### config.mk
export PLATFORM = sky130hd
export DESIGN_NAME = load_wb_unit
export DESIGN_NICKNAME = d
export VERILOG_FILES = /design/src/rtl/rv64_pkg.sv /design/src/rtl/load_align.sv /design/src/rtl/load_wb_unit.sv
export SDC_FILE = /design/constraint.sdc
export NUM_CORES = 1
export LEC_CHECK = 0
export ABC_AREA = 0
export BUFFER_PORTS_ARGS = -buffer_cell sky130_fd_sc_hd__buf_4
export CORE_MARGIN = 2
export CORE_UTILIZATION = 41
export DETAILED_ROUTE_END_ITERATION = 7
export GPL_TIMING_DRIVEN = 0
export PLACE_DENSITY = 0.69
export SLEW_MARGIN = 10
export SYNTH_ARGS = -nofsm -noshare
export SYNTH_HDL_FRONTEND = slang
export SYNTH_SLANG_ARGS = --single-unit
### constraint.sdc
create_clock -name clk -period 3.35 [get_ports clk]
set_clock_uncertainty 0.1 [all_clocks]
set_input_delay 0.5025 -clock clk [delete_from_list [all_inputs] [get_ports clk]]
set_output_delay 0.5025 -clock clk [all_outputs]
set_load 0.005 [all_outputs]
### src/rtl/rv64_pkg.sv
// Shared RV64I definitions for the load/writeback path: load funct3 encodings,
// writeback FSM states and the datapath width.
package rv64_pkg;

    localparam int XLEN = 64;

    localparam logic [2:0] F3_LB  = 3'b000;
    localparam logic [2:0] F3_LH  = 3'b001;
    localparam logic [2:0] F3_LW  = 3'b010;
    localparam logic [2:0] F3_LD  = 3'b011;
    localparam logic [2:0] F3_LBU = 3'b100;
    localparam logic [2:0] F3_LHU = 3'b101;
    localparam logic [2:0] F3_LWU = 3'b110;

    typedef enum logic [1:0] {
        IDLE = 2'd0,
        REQ  = 2'd1,
        WB   = 2'd2
    } wb_state_t;

endpackage

### src/rtl/load_align.sv
// Combinational load lane extraction and extension, plus the misalignment /
// illegal-encoding check for a given funct3 and byte offset.
module load_align
    import rv64_pkg::*;
(
    input  logic [2:0]  funct3,
    input  logic [2:0]  offset,
    input  logic [63:0] rdata,
    output logic [63:0] data,
    output logic        misaligned
);

    logic [63:0] shifted;

    // Bring the addressed byte lane down to bit 0 before sizing.
    assign shifted = rdata >> {offset, 3'b000};

    always_comb begin
        data       = '0;
        misaligned = 1'b0;
        case (funct3)
            F3_LB:  data = {{56{shifted[7]}}, shifted[7:0]};
            F3_LBU: data = {56'd0, shifted[7:0]};
            F3_LH: begin
                data       = {{48{shifted[15]}}, shifted[15:0]};
                misaligned = offset[0];
            end
            F3_LHU: begin
                data       = {48'd0, shifted[15:0]};
                misaligned = offset[0];
            end
            F3_LW: begin
                data       = {{32{shifted[31]}}, shifted[31:0]};
                misaligned = (offset[1:0] != 2'b00);
            end
            F3_LWU: begin
                data       = {32'd0, shifted[31:0]};
                misaligned = (offset[1:0] != 2'b00);
            end
            F3_LD: begin
                data       = rdata;
                misaligned = (offset != 3'b000);
            end
            default: misaligned = 1'b1;
        endcase
    end

endmodule

### src/rtl/load_wb_unit.sv
// Writeback stage: retires non-loads in one cycle, runs the dmem read handshake
// for loads, and drives the register file write port from registered outputs.
module load_wb_unit
    import rv64_pkg::*;
#(
    parameter int XLEN = 64
) (
    input  logic            clk,
    input  logic            rst,
    input  logic            in_valid,
    output logic            in_ready,
    input  logic            in_is_load,
    input  logic [2:0]      in_funct3,
    input  logic [XLEN-1:0] in_addr,
    input  logic [XLEN-1:0] in_alu_result,
    input  logic [4:0]      in_rd,
    input  logic            in_rd_we,
    output logic            dmem_req,
    output logic [XLEN-1:0] dmem_addr,
    input  logic            dmem_ack,
    input  logic [XLEN-1:0] dmem_rdata,
    output logic            wb_en,
    output logic [XLEN-1:0] wb_data,
    output logic [4:0]      rd_index,
    output logic            load_fault,
    output logic [XLEN-1:0] fault_addr,
    output logic            busy
);

    wb_state_t       state_q, state_d;
    logic            in_ready_q, in_ready_d;
    logic            busy_q, busy_d;
    logic            dmem_req_q, dmem_req_d;
    logic [XLEN-1:0] dmem_addr_q, dmem_addr_d;
    logic            wb_en_q, wb_en_d;
    logic [XLEN-1:0] wb_data_q, wb_data_d;
    logic [4:0]      rd_index_q, rd_index_d;
    logic            load_fault_q, load_fault_d;
    logic [XLEN-1:0] fault_addr_q, fault_addr_d;
    logic [4:0]      rd_q, rd_d;
    logic            rd_we_q, rd_we_d;
    logic [2:0]      f3_q, f3_d;
    logic [2:0]      off_q, off_d;

    logic            accept;
    logic [2:0]      al_f3;
    logic [2:0]      al_off;
    logic [XLEN-1:0] al_data;
    logic            al_mis;

    assign accept = in_valid && in_ready_q;

    // One aligner serves both the accept-time check and the ack-time extraction.
    assign al_f3  = (state_q == REQ) ? f3_q  : in_funct3;
    assign al_off = (state_q == REQ) ? off_q : in_addr[2:0];

    load_align u_align (
        .funct3     (al_f3),
        .offset     (al_off),
        .rdata      (dmem_rdata),
        .data       (al_data),
        .misaligned (al_mis)
    );

    always_comb begin
        state_d      = state_q;
        dmem_addr_d  = dmem_addr_q;
        wb_en_d      = 1'b0;
        wb_data_d    = wb_data_q;
        rd_index_d   = rd_index_q;
        load_fault_d = 1'b0;
        fault_addr_d = fault_addr_q;
        rd_d         = rd_q;
        rd_we_d      = rd_we_q;
        f3_d         = f3_q;
        off_d        = off_q;
        case (state_q)
            IDLE: begin
                if (accept) begin
                    if (!in_is_load) begin
                        wb_en_d    = in_rd_we && (in_rd != 5'd0);
                        wb_data_d  = in_alu_result;
                        rd_index_d = in_rd;
                    end else if (al_mis) begin
                        load_fault_d = 1'b1;
                        fault_addr_d = in_addr;
                    end else begin
                        rd_d        = in_rd;
                        rd_we_d     = in_rd_we;
                        f3_d        = in_funct3;
                        off_d       = in_addr[2:0];
                        dmem_addr_d = {in_addr[XLEN-1:3], 3'b000};
                        state_d     = REQ;
                    end
                end
            end
            REQ: begin
                if (dmem_ack) begin
                    wb_en_d    = rd_we_q && (rd_q != 5'd0);
                    wb_data_d  = al_data;
                    rd_index_d = rd_q;
                    state_d    = WB;
                end
            end
            WB:      state_d = IDLE;
            default: state_d = IDLE;
        endcase
        in_ready_d = (state_d == IDLE);
        busy_d     = (state_d != IDLE);
        dmem_req_d = (state_d == REQ);
    end

    always_ff @(posedge clk) begin
        if (rst) begin
            state_q      <= IDLE;
            in_ready_q   <= 1'b0;
            busy_q       <= 1'b0;
            dmem_req_q   <= 1'b0;
            dmem_addr_q  <= '0;
            wb_en_q      <= 1'b0;
            wb_data_q    <= '0;
            rd_index_q   <= '0;
            load_fault_q <= 1'b0;
            fault_addr_q <= '0;
            rd_q         <= '0;
            rd_we_q      <= 1'b0;
            f3_q         <= '0;
            off_q        <= '0;
        end else begin
            state_q      <= state_d;
            in_ready_q   <= in_ready_d;
            busy_q       <= busy_d;
            dmem_req_q   <= dmem_req_d;
            dmem_addr_q  <= dmem_addr_d;
            wb_en_q      <= wb_en_d;
            wb_data_q    <= wb_data_d;
            rd_index_q   <= rd_index_d;
            load_fault_q <= load_fault_d;
            fault_addr_q <= fault_addr_d;
            rd_q         <= rd_d;
            rd_we_q      <= rd_we_d;
            f3_q         <= f3_d;
            off_q        <= off_d;
        end
    end

    assign in_ready   = in_ready_q;
    assign busy       = busy_q;
    assign dmem_req   = dmem_req_q;
    assign dmem_addr  = dmem_addr_q;
    assign wb_en      = wb_en_q;
    assign wb_data    = wb_data_q;
    assign rd_index   = rd_index_q;
    assign load_fault = load_fault_q;
    assign fault_addr = fault_addr_q;

endmodule

Word-level counts from Yosys, hierarchy flattened
Index checks and enable logic that the tools add are counted.
{"block": "word_totals", "regBits": 213, "inputBits": 206, "elab_cells": 71}
{"block": "op_classes", "n_eq_ne": 11, "n_shift": 1, "n_mux": 22, "bitwise": 4, "n_reduce_logical": 19}
{"op": "case mux 64 bit (7 select lines)", "n": 1}
{"op": "two-way mux 64 bit", "n": 3}
{"op": "case mux 64 bit (2 select lines)", "n": 1}
{"op": "right shift 64 x 6 -> 32 bit", "n": 1}
{"op": "two-way mux 5 bit", "n": 3}
{"op": "AND reduction 4 bit", "n": 3}
{"op": "case mux 5 bit (2 select lines)", "n": 1}
{"op": "nonzero test 5 bit", "n": 2}
{"op": "equality test 3 bit (second input constant)", "n": 3}
{"op": "two-way mux 2 bit", "n": 4}
{"op": "equality test 3 x 2 -> 1 bit (second input constant)", "n": 2}
{"op": "two-way mux 3 bit", "n": 2}
{"op": "!= test 2 bit (second input constant)", "n": 3}
{"op": "nonzero test 2 bit", "n": 3}
{"op": "OR reduction 2 bit", "n": 3}
{"op": "equality test 2 x 1 -> 1 bit (second input constant)", "n": 2}
{"op": "zero test 2 bit", "n": 2}
{"op": "two-way mux 1 bit", "n": 4}
{"op": "inverter 1 bit", "n": 4}
{"op": "case mux 1 bit (4 select lines)", "n": 1}
{"op": "case mux 2 bit (2 select lines)", "n": 1}
{"op": "OR reduction 4 bit", "n": 1}
{"op": "equality test 3 x 1 -> 1 bit (second input constant)", "n": 1}
{"op": "logical AND 1 bit", "n": 3}
{"op": "other kinds (3)", "n": 3}

Logic depth before layout (Yosys ltp)
{"block": "logic_depth", "depth_word": 10, "ltp_mapped": 11}

Hierarchy
A second synthesis with hierarchy kept.
{"block": "unflattened", "hier_cells": 1367, "area_unflattened_um2": 12220.5}
{"mod": "load_wb_unit", "instances": 1, "cells_each": 1040, "area_per_inst_um2": 9695.5, "seq_area_each_um2": 4264.1}
{"mod": "load_align", "instances": 1, "cells_each": 327, "area_per_inst_um2": 2524.9, "seq_area_each_um2": 0.0}

Worst setup path after synthesis
OpenSTA, ideal clock, no wires.
{"block": "synth_timing", "kind": "flip-flop to flip-flop", "from": "register state_q[1]", "to": "register wb_data_q[54], in the netlist wb_data[54]", "arrival_time_ps": 2250, "t_required_ps": 3084, "slack_ps": 834, "stages_incl_launch_ff": 10, "n_path_buf": 2, "synth_period_minus_slack_ps": 2516, "cell_sequence": "dfxtp_1 -> nand2b_4 -> buf_12 -> mux2_4 -> a2111oi_0 -> nor4_2 -> nand3_1 -> o311a_4 -> buf_12 -> a2111oi_4"}
{"block": "synth_via", "elab_chain_cells": 6}
{"element": "from (decl)", "line_no": "load_wb_unit.sv:30", "rtl": "wb_state_t state_q, state_d;"}
{"element": "from (signal assigned)", "line_no": "load_wb_unit.sv:130", "rtl": "state_q <= state_d;"}
{"element": "equality test 2 x 1 -> 1 bit", "line_no": "load_wb_unit.sv:54, load_wb_unit.sv:55, load_wb_unit.sv:77"}
{"element": "two-way mux 3 bit (on tied branches)", "line_no": "load_wb_unit.sv:55, load_wb_unit.sv:54"}
{"element": "right shift 64 x 6 -> 32 bit, or another cell as far along", "line_no": "load_align.sv:16", "rtl": "assign shifted = rdata >> {offset, 3'b000};"}
{"element": "case mux 64 bit (7 select lines)", "line_no": "load_align.sv:21", "rtl": "case (funct3)"}
{"element": "two-way mux 64 bit", "line_no": "load_wb_unit.sv:98", "rtl": "if (dmem_ack) begin"}
{"element": "case mux 64 bit (2 select lines)", "line_no": "load_wb_unit.sv:77", "rtl": "case (state_q)"}
{"element": "to (signal assigned)", "line_no": "load_wb_unit.sv:136", "rtl": "wb_data_q <= wb_data_d;"}
{"element": "to (decl)", "line_no": "load_wb_unit.sv:36", "rtl": "logic [XLEN-1:0] wb_data_q, wb_data_d;"}
Parallel ways exist; a longest one is shown, timed or not. The select of a mux whose other input is x is not followed.
A chain may end at the register's enable or synchronous reset.

Worst setup path in the final report
{"block": "layout_timing", "from": "register state_q[1]", "to": "register wb_data_q[24], in the netlist wb_data[24]"}
The elaborated chain is that of the path after synthesis.

==> metrics.md <==
| Metric | Value |
|---|---|
| Status | `finished with violations` |
| Failing checks | `DRC` |
| P per Cell Area | `439.0 nW/um^2` |
| P_int | `4.704 mW` |
| Clock Sinks | `213` |
| Initial antenna violation count | `0` |
| Peak VDD IR | `348.0 uV` |
| Initial Util | `0.4175` |
| CP max-delay cell | `clkbuf_1` |
| Worst Hold Class | `primary input to flip-flop` |
| CP cell instances | `nand2b_4 > buf_12 > buf_6 > mux2i_2 > and2_1 > buf_2 > clkbuf_1 > a222oi_1 > a41oi_1` |
| Worst endpoint required time | `3.71 ns` |
| Largest net degree at the start of global routing | `14` |
| P_sw | `1.944 mW` |
| Total Routing Usage GR | `0.3409` |
| Synth Instances | `1330` |
| DRC Markers | `1` |
| Setup Slack @ Placement | `0.03934 ns` |
| Xor and xnor area share after synthesis | `0` |
| Post-Synth Adder-Cell Area | `0` |
| Die ar. | `27860 um^2` |
| Worst R2R Start | `state_q[1]$_SDFF_PP0_` |
| Worst path arrival time | `3.58 ns` |
| Root buffer selected by CTS | `clkbuf_16` |
| Fin crit period | `3.219 ns` |
| Final Hold Viols | `0` |
| Core area | `26060 um^2` |
| Post-synthesis compound-gate area fraction | `0.3069` |
| Post-synthesis sequential area ratio | `0.3919` |
| Hold wc startpoint | `in_addr[60]` |
| WL per Instance | `23.65 um` |
| Area grow syn2layout | `39.18%` |
| Die height | `166.9 um` |
| CTS tree | `yes` |
| Fraction of registers with async set/reset | `0` |
| IO Count | `408` |
| Final setup violation count | `0` |
| Final WL | `49.97 mm` |
| Total negative slack | `0 ns` |
| Largest family of logic cells by synthesized area | `compound AO/OA/AOI/OAI gates` |
| Combinational power share | `0.191` |
| Final period utilization | `0.9609` |
| Mux contribution to synthesized area | `0.05416` |
| Yosys top cell area share | `0.3919` |
| Start-to-end type of the worst setup path | `flip-flop to flip-flop` |
| Layout net count | `1967` |
| Synth Warn # | `0` |
| Element type at the critical path end | `flip-flop` |
| Unique masters post-synth | `64` |
| Placement Cell Area | `14330 um^2` |
| Slew Limit Fails | `0` |
| CP max FO | `10` |
| Clk Latency, worst-skew pair | `0.55 ns` |
| Clock Pin Slew Worst Setup and Hold Paths | `0.07 ns` |
| Crit path from | `state_q[1]$_SDFF_PP0_` |
| RSZ-0062 raised after global routing | `false` |
| Fin area | `15140 um^2` |
| Tot Pwr | `6.648 mW` |
| Synth Register Bits | `213` |
| Most area-consuming cells after synthesis | `dfxtp_1, nand2_1, a21oi_1, a221oi_1, a211oi_1` |
| Setup bufs post-CTS | `0` |
| Reg2reg setup slack | `0.13 ns` |
| DRT iter0 DRCs | `1506` |
| Via density | `5.984` |
| Synth Area in Simple Gates | `0.1836` |
| Post-Layout Cell Count | `2113` |
| Clk buf depth | `3` |
| Synthesized area | `10880 um^2` |
| Die width | `166.9 um` |
| N_diodes | `0` |
| Row cnt | `59` |
| DR vias | `12640` |
| Leak | `6.058 nW` |
| Max Freq | `310.7 MHz` |
| DR pass1 iterations | `8` |
| Slowest stage delay, CP | `0.63 ns` |
| Gr ovfl total | `0` |
| Yosys top cell by area | `dfxtp_1` |
| Worst setup SP type | `flip-flop` |
| Worst setup margin | `0.1311 ns` |
| Routability cong. | `0.9985` |
| Vias in the first global route | `12480` |
| Slew @ Worst Pin | `1.305 ns` |
| Share of post-route cells with drive strength above 1 | `0.3116` |
| Clock buffer count from CTS | `24` |
| EDFF count, synth | `0` |
| H-tree depth | `1` |
| Top FF cell, synth | `dfxtp_1` |
| Clock share of power | `0.405` |
| Placed insts | `2070` |
| Worst slew margin | `0.1298` |
| Antenna-violating nets left | `0` |
| I/O Buffers | `403` |
| Max-cap viol count | `0` |
| Net Sw Frac | `0.2924` |
| Sequential power share | `0.404` |
| DPL Wire Length | `38.20 mm` |
| Syn avg cell area | `8.181 um^2` |
| First-pass GRT wire length | `74.37 mm` |
[registers in the layout, summed over array words and instances, names as in the netlist, 2 cells and up]
register,count
dmem_addr,61
rd_q,5
wb_data,64
state_q,2
fault_addr,64
off_q,3
f3_q,3
rd_index,5
[per-layer routing]
layer,GRT usage,vias up,wire length (um)
li1,-,5694,-
met1,0.4229,5925,19120
met2,0.5450,844,22360
met3,0.09197,181,5431
met4,0.1713,0,3056
met5,0,-,0
[area by class of cell]
| type | instances | area, um^2 |
|---|---|---|
| Inverter | 7 | 26.28 |
| Buffer | 127 | 663.1 |
| Clock buffer | 34 | 698.2 |
| Sequential cell | 213 | 4264 |
| Clock inverter | 9 | 98.84 |
| Tap cell | 335 | 419.2 |
| Timing Repair Buffer | 403 | 3025 |
| Fill cell | 2507 | 10920 |
| Multi-Input combinational cell | 985 | 5948 |
[timing repair]
action,4_1_cts,5_1_grt
gates resized for setup,0,5
setup endpoints to repair,0,61
hold buffers,0,0
[placed cells by master (no fill, tap or decap), types with 11 or more instances in the layout]
cell | synthesis | layout
dfxtp_1 | 213 | 213
and3_1 | 14 | 14
clkbuf_16 | 0 | 24
nand2_1 | 361 | 361
a221oi_1 | 47 | 47
a21oi_1 | 200 | 200
a222oi_1 | 18 | 18
mux2i_1 | 34 | 33
a2111oi_2 | 18 | 18
a211oi_1 | 50 | 50
a2111oi_4 | 13 | 13
nor2_1 | 68 | 68
a22oi_1 | 11 | 11
buf_2 | 25 | 24
nand3_1 | 18 | 18
o21ai_0 | 15 | 15
clkbuf_1 | 64 | 67
buf_4 | 19 | 422
[synthesized netlist by cell type, types with 4 or more instances]
library cell	instances
o21ai_0	15
a311oi_1	10
buf_2	25
buf_1	10
a2111oi_0	6
clkbuf_1	64
a41oi_1	7
nand3_1	18
o21a_1	6
and3_1	14
a31oi_1	4
nand2_1	361
nor2_1	68
a221oi_1	47
a22oi_1	11
a2111oi_2	18
nand2b_1	6
o211ai_1	6
mux2i_1	34
a222oi_1	18
o31ai_1	8
inv_1	7
a211oi_1	50
a2111oi_4	13
mux2_2	9
dfxtp_1	213
buf_4	19
buf_6	5
a21oi_1	200
nor3_1	4
[power groups by stage]
stage,clock network (mW),logic [mW],registers (mW)
floorplan,0,0.601,2.74
global placement,0,1.22,2.74
detailed placement,0,1.23,2.74
CTS,2.70,1.24,2.68
global route,2.80,1.34,2.69
finish,2.69,1.27,2.69
[critical path: cells and delay by family, from the launching register on]
family | cells | cell delay (ns)
buffers and inverters | 4 | 1.25
AO/OA/AOI/OAI | 2 | 0.50
flip-flops | 1 | 0.49
AND/OR/NAND/NOR | 2 | 0.40
multiplexers | 1 | 0.38
[worst paths after layout]
check / cells past startpoint / end
worst max-delay path: 9 / wb_data[24]$_SDFFE_PP0P_
worst min-delay path: 3 / dmem_addr[60]$_SDFFE_PP0P_
worst max register to register: 9 / wb_data[24]$_SDFFE_PP0P_
worst min register to register: 2 / dmem_addr[3]$_SDFFE_PP0P_
[per-stage QoR]
| step | util | hold slack (ns) |
|---|---|---|
| global placement | 0.5500 | 0.3424 |
| finish | 0.5811 | 0.1044 |
| detailed placement | 0.5500 | 0.3466 |
| floorplan | - | 0.3370 |
| global route | 0.5811 | 0.1008 |
| CTS | 0.5806 | 0.09057 |
[logic make-up after synthesis]
| family | Yosys count |
|---|---|
| AND/OR/NAND/NOR | 490 |
| flip-flops | 213 |
| other | 1 |
| multiplexers | 51 |
| buffers and inverters | 134 |
| AO/OA/AOI/OAI | 441 |
No activity file was read; power rests on OpenSTA's default activity.
